$ cat src/rtl/joystick_adc_scan_ctrl.sv
// Joystick ADC scan controller: periodically samples X then Y over Avalon-ST,
// matches responses, IIR-filters each axis and flags timeout/channel faults.
module joystick_adc_scan_ctrl #(
  parameter int unsigned CH_X        = 1,
  parameter int unsigned CH_Y        = 2,
  parameter int unsigned SCAN_PERIOD = 50000,
  parameter int unsigned TIMEOUT     = 1023,
  parameter int unsigned AVG_SHIFT   = 2
) (
  input  logic        clock_clk,
  input  logic        reset_sink_reset,
  input  logic        enable,
  input  logic        adc_pll_locked,
  output logic        command_valid,
  output logic [4:0]  command_channel,
  output logic        command_startofpacket,
  output logic        command_endofpacket,
  input  logic        command_ready,
  input  logic        response_valid,
  input  logic [4:0]  response_channel,
  input  logic [11:0] response_data,
  output logic [11:0] joy_x,
  output logic [11:0] joy_y,
  output logic        joy_valid,
  output logic        timeout_err,
  output logic        chan_err
);

  localparam int unsigned PW = (SCAN_PERIOD > 1) ? $clog2(SCAN_PERIOD) : 1;
  localparam int unsigned TW = (TIMEOUT > 0) ? $clog2(TIMEOUT + 1) : 1;
  localparam logic [PW-1:0] P_LAST = PW'(SCAN_PERIOD - 1);
  localparam logic [TW-1:0] T_LAST = TW'(TIMEOUT);
  localparam logic [4:0]    CHX    = 5'(CH_X);
  localparam logic [4:0]    CHY    = 5'(CH_Y);

  typedef enum logic [2:0] {
    S_WAIT_LOCK, S_IDLE, S_CMD_X, S_RESP_X, S_CMD_Y, S_RESP_Y
  } state_t;

  state_t          r_state;
  logic [PW-1:0]   r_pcnt;
  logic [TW-1:0]   r_tcnt;
  logic            r_first_x;
  logic            r_first_y;
  logic            r_y_done;

  logic            w_in_resp;
  logic [4:0]      w_exp_ch;
  logic            w_match;
  logic            w_period_done;
  logic            w_timeout;
  logic            w_accept;
  logic            w_scan_start;

  assign w_in_resp     = (r_state == S_RESP_X) || (r_state == S_RESP_Y);
  assign w_exp_ch      = (r_state == S_RESP_Y) ? CHY : CHX;
  assign w_match       = response_valid && w_in_resp && (response_channel == w_exp_ch);
  assign w_period_done = (r_pcnt == P_LAST);
  assign w_timeout     = (r_tcnt == T_LAST);
  assign w_accept      = command_valid && command_ready;
  assign w_scan_start  = adc_pll_locked && (r_state == S_IDLE) && enable && w_period_done;

  assign command_startofpacket = command_valid;
  assign command_endofpacket   = command_valid;

  // y + ((s - y) >>> AVG_SHIFT) on 13-bit signed difference; stays within 0..4095
  function automatic logic [11:0] iir(input logic [11:0] y, input logic [11:0] s);
    logic signed [12:0] d;
    logic signed [12:0] sum;
    d   = $signed({1'b0, s}) - $signed({1'b0, y});
    sum = $signed({1'b0, y}) + (d >>> AVG_SHIFT);
    return 12'(sum);
  endfunction

  // Period counter saturates at its last value so at most one late scan is pending
  always_ff @(posedge clock_clk or posedge reset_sink_reset) begin
    if (reset_sink_reset) begin
      r_pcnt <= '0;
    end else if (w_scan_start) begin
      r_pcnt <= '0;
    end else if (!w_period_done) begin
      r_pcnt <= r_pcnt + PW'(1);
    end
  end

  always_ff @(posedge clock_clk or posedge reset_sink_reset) begin
    if (reset_sink_reset) begin
      r_state         <= S_WAIT_LOCK;
      r_tcnt          <= '0;
      r_first_x       <= 1'b1;
      r_first_y       <= 1'b1;
      r_y_done        <= 1'b0;
      command_valid   <= 1'b0;
      command_channel <= 5'd0;
      joy_x           <= 12'h800;
      joy_y           <= 12'h800;
      joy_valid       <= 1'b0;
      timeout_err     <= 1'b0;
      chan_err        <= 1'b0;
    end else begin
      joy_valid <= r_y_done;
      r_y_done  <= 1'b0;
      if (response_valid && !w_match) begin
        chan_err <= 1'b1;
      end
      // Lock loss overrides everything, including a same-cycle handshake
      if (!adc_pll_locked) begin
        r_state       <= S_WAIT_LOCK;
        command_valid <= 1'b0;
        r_first_x     <= 1'b1;
        r_first_y     <= 1'b1;
      end else begin
        case (r_state)
          S_WAIT_LOCK: r_state <= S_IDLE;
          S_IDLE: begin
            if (w_scan_start) begin
              r_state         <= S_CMD_X;
              command_valid   <= 1'b1;
              command_channel <= CHX;
            end
          end
          S_CMD_X, S_CMD_Y: begin
            if (w_accept) begin
              command_valid <= 1'b0;
              r_tcnt        <= '0;
              r_state       <= (r_state == S_CMD_X) ? S_RESP_X : S_RESP_Y;
            end
          end
          S_RESP_X: begin
            r_tcnt <= r_tcnt + TW'(1);
            if (w_match || w_timeout) begin
              if (w_match) begin
                joy_x     <= r_first_x ? response_data : iir(joy_x, response_data);
                r_first_x <= 1'b0;
              end else begin
                timeout_err <= 1'b1;
              end
              r_state         <= S_CMD_Y;
              command_valid   <= 1'b1;
              command_channel <= CHY;
            end
          end
          S_RESP_Y: begin
            r_tcnt <= r_tcnt + TW'(1);
            if (w_match) begin
              joy_y     <= r_first_y ? response_data : iir(joy_y, response_data);
              r_first_y <= 1'b0;
              r_y_done  <= 1'b1;
              r_state   <= S_IDLE;
            end else if (w_timeout) begin
              timeout_err <= 1'b1;
              r_state     <= S_IDLE;
            end
          end
          default: r_state <= S_WAIT_LOCK;
        endcase
      end
    end
  end

endmodule
$ cat config.mk
export PLATFORM = sky130hd
export DESIGN_NAME = joystick_adc_scan_ctrl
export DESIGN_NICKNAME = d
export VERILOG_FILES = /design/src/rtl/joystick_adc_scan_ctrl.sv
export SDC_FILE = /design/constraint.sdc
export NUM_CORES = 1
export LEC_CHECK = 0
export CAP_MARGIN = 10
export CELL_PAD_IN_SITES_DETAIL_PLACEMENT = 0
export CELL_PAD_IN_SITES_GLOBAL_PLACEMENT = 1
export CORE_ASPECT_RATIO = 1.5
export CORE_MARGIN = 2
export CORE_UTILIZATION = 40
export CTS_BUF_LIST = sky130_fd_sc_hd__clkbuf_8
export CTS_CLUSTER_DIAMETER = 40
export DETAILED_ROUTE_END_ITERATION = 10
export PLACE_DENSITY_LB_ADDON = 0.1
export SLEW_MARGIN = 40
export SYNTH_ARGS = -nofsm -noshare
export SYNTH_HDL_FRONTEND = slang
export SYNTH_SLANG_ARGS = --single-unit
$ cat constraint.sdc
create_clock -name clock_clk -period 3.75 [get_ports clock_clk]
set_clock_uncertainty 0.2 [all_clocks]
set_input_delay 0.375 -clock clock_clk [delete_from_list [all_inputs] [get_ports clock_clk]]
set_output_delay 0.375 -clock clock_clk [all_outputs]
set_load 0.005 [all_outputs]
==> flow_summary.ini <==
[timing]
relSlewSlack_pct = 53.69
finalMaxSlewViolations = 0
setup_viol = 0
setup_slack_ns = 0.1596
hold_violations = 0
worstMarginPinSlew_ns = 0.6893
min_period_ns = 3.590
clock.fmax_mhz = 278.5
finalCritPeriodShare_pct = 95.74

[die]
start_util_pct = 41.04
io_pins = 58
die_area_um2 = 13190
die_w_um = 94.43
rows = 49
core-area_um2 = 11960
die_y_um = 139.6

[clock_tree]
cts-root-buf = clkbuf_8
clkLatencyLatePin_ns = 0.36
ctsHoldBuffers = 0
cts_tree = built
ctsLongestPathBuffers = 2
clk_pin_slew_ns = 0.08
cts_htree_levels = 3
cts_sinks = 62
numCtsBuffers = 9

[setup_path]
critPathLaunchType = input port
crit_fanout = 3
end_kind = register
cp.arrival_ns = 3.67
critPathRequiredTime_ns = 3.83
reg2reg_depth = 16
critPathKind = in -> reg

[layout]
final_nets = 791
syn_to_final_growth_pct = 34.61
diodes = 0
layout-drive-gt1-share_pct = 20.47
layout.cells.non_filler = 876
final_util_pct = 55.24

[global_route]
grt_overflow = 0
grt_use_met1_pct = 23.59
grt_max_degree = 44
busiest_layer = met2
grtUsageMet3_pct = 3.032
grt_antenna_before_repair = 0
grt_pass1_wl_um = 21340
grt_pass1_vias = 4690
grtUsageMet2_pct = 36.84
grt_usage_pct = 20.13

[placed_design]
dp.cells = 858
routabilityCongestion = 0.8589
port-buffer-count = 54
pre_cts_slack_ns = -0.4651
dp_hpwl_um = 9801

[synthesis]
synth.cell_area_um2 = 4906
ys_top_cells_by_area = dfrtp_1 30%, ha_1 12%, nor2_1 4.4%
syn_area_per_cell_um2 = 8.517
yosysTopAreaCell = dfrtp_1
ys_ff_latch = 62
synth_commonest_cells = 58 x dfrtp_1, 58 x nor2_1, 50 x nand2_1
synth-edff-count = 0
yosys_warnings = 0
ys_types = 60
async_flop_share_pct = 100.0
ys_seq_area_share_pct = 31.73
synth_flop_cell = dfrtp_1
syn_inst = 576
synth_top_area_share_pct = 29.58

[power]
cellLeakagePower_nw = 3.019
vdd_drop_max_v = 0.0003441
p_total_w = 0.002026
p_per_area_nw_per_um2 = 306.8

[route]
dr.pass1.iters = 4
avgViaCountPerCell = 5.244
ant_nets = 0
drc = 0
routed_wl_um = 12670
wl_per_cell_um = 14.46
vias = 4594
drt_iter0_drc = 102

[job]
drv_cap = 0

[run_status]
status = finished clean

[hold_path]
hold_path.class = in -> async
## kinds of logic (layout without fill, tap and decap cells)
group                    count (synthesis)  count (layout)  synth area share (%)
other                                    1               3               0.07644
AND/OR/NAND/NOR                        216             216                 22.88
multiplexers                            10              10                 2.066
XOR/XNOR                                35              35                 6.249
flip-flops                              62              62                 31.73
adder cells (fa/ha/maj)                 50              50                 13.06
buffers and inverters                   55             200                 4.871
AO/OA/AOI/OAI                          147             147                 19.08
## worst max-delay path: stages
cell and delay (ns):
clkdlybuf4s50_1 0.43, buf_4 0.16, ha_1 0.31, nand3_1 0.09, o31a_1 0.28, a21oi_1 0.18
and2_1 0.21, o21ai_1 0.08, a21oi_1 0.22, ha_1 0.29, or3_1 0.34, o21ai_0 0.07
a21oi_1 0.07, and4_1 0.22, o211ai_1 0.15, nor3b_2 0.20
## power breakdown
group          leakage (nW)  switching [W]  internal (W)
Combinational          2.17       0.000276      0.000306
Clock                0.0914       0.000299      0.000307
Sequential            0.760      0.0000967      0.000741
Total                  3.02       0.000671       0.00135
## cells in the final DEF, fill, tap and decap left out, types with 3 or more instances in the layout
master           count
a211oi_1             8
a21boi_1             4
a21o_1               8
a21oi_1             35
a21oi_2              3
a31oi_1              4
and2_1               7
and3_1              10
and4_1               3
buf_4               93
clkbuf_8             9
clkdlybuf4s50_1     51
clkinvlp_4           3
conb_1               3
dfrtp_1             58
dfstp_2              4
ha_1                45
inv_1               36
mux2i_1              9
nand2_1             50
nand2b_1             3
nand3_1             25
nand3b_1             3
nand4_1              4
nor2_1              56
nor2b_1              5
nor3_1              17
o211ai_1             6
o21a_1               6
o21ai_0             16
o21ai_1             27
o21ai_2              4
o21bai_1             4
o31ai_1              4
or3_1               11
xnor2_1             20
xor2_1              15
## repair_timing
item,in CTS,in global routing
setup buffers,0,2
gates cloned,0,0
endpoints found under the setup margin,6,11
resized for setup,7,25
pin swaps,0,13
## final cells by class
cell class | count | area [um^2]
clock buffer | 9 | 123.9
clock inverter | 7 | 75.07
fill | 1154 | 5351
inverter | 37 | 138.9
multi-input combinational | 461 | 3279
sequential | 62 | 1556
tap | 153 | 191.4
timing repair buffer | 147 | 1239
## sequential cells by signal, indices dropped and copies added (netlist names), 2 cells and up
signal and cells:
r_pcnt 16, joy_y 12, joy_x 12, r_state 3
command_channel 2, r_tcnt 10
## through the flow
stage          hold slack (ns)  setup TNS (ns)  instance area, um^2
2_1_floorplan           0.1312               0                 4913
3_3_place_gp            0.1401          -3.350                 6228
3_5_place_dp            0.1472          -3.858                 6228
4_1_cts                 0.1469        -0.03031                 6461
5_1_grt                 0.1635        -0.08508                 6604
6_report                0.1378               0                 6604
## routing by layer
layer  vias to the layer above  wire, um
met2                        53      6761
met3                        13       304
li1                       2341         -
met1                      2187      5428
met4                         0       175
met5                         -         0
## final timing paths
path | slack [ns] | start | end
min | 0.14 | reset_sink_reset | joy_y[9]
max | 0.16 | response_data[6] | joy_y[11]
max in group asynchronous | 2.28 | reset_sink_reset | r_tcnt[4]
min reg2reg | 0.16 | r_y_done | joy_valid
max reg2reg | 0.18 | joy_y[1] | joy_y[11]
min in group clock_clk | 0.16 | r_y_done | joy_valid
No activity file was read; power rests on OpenSTA's default activity.
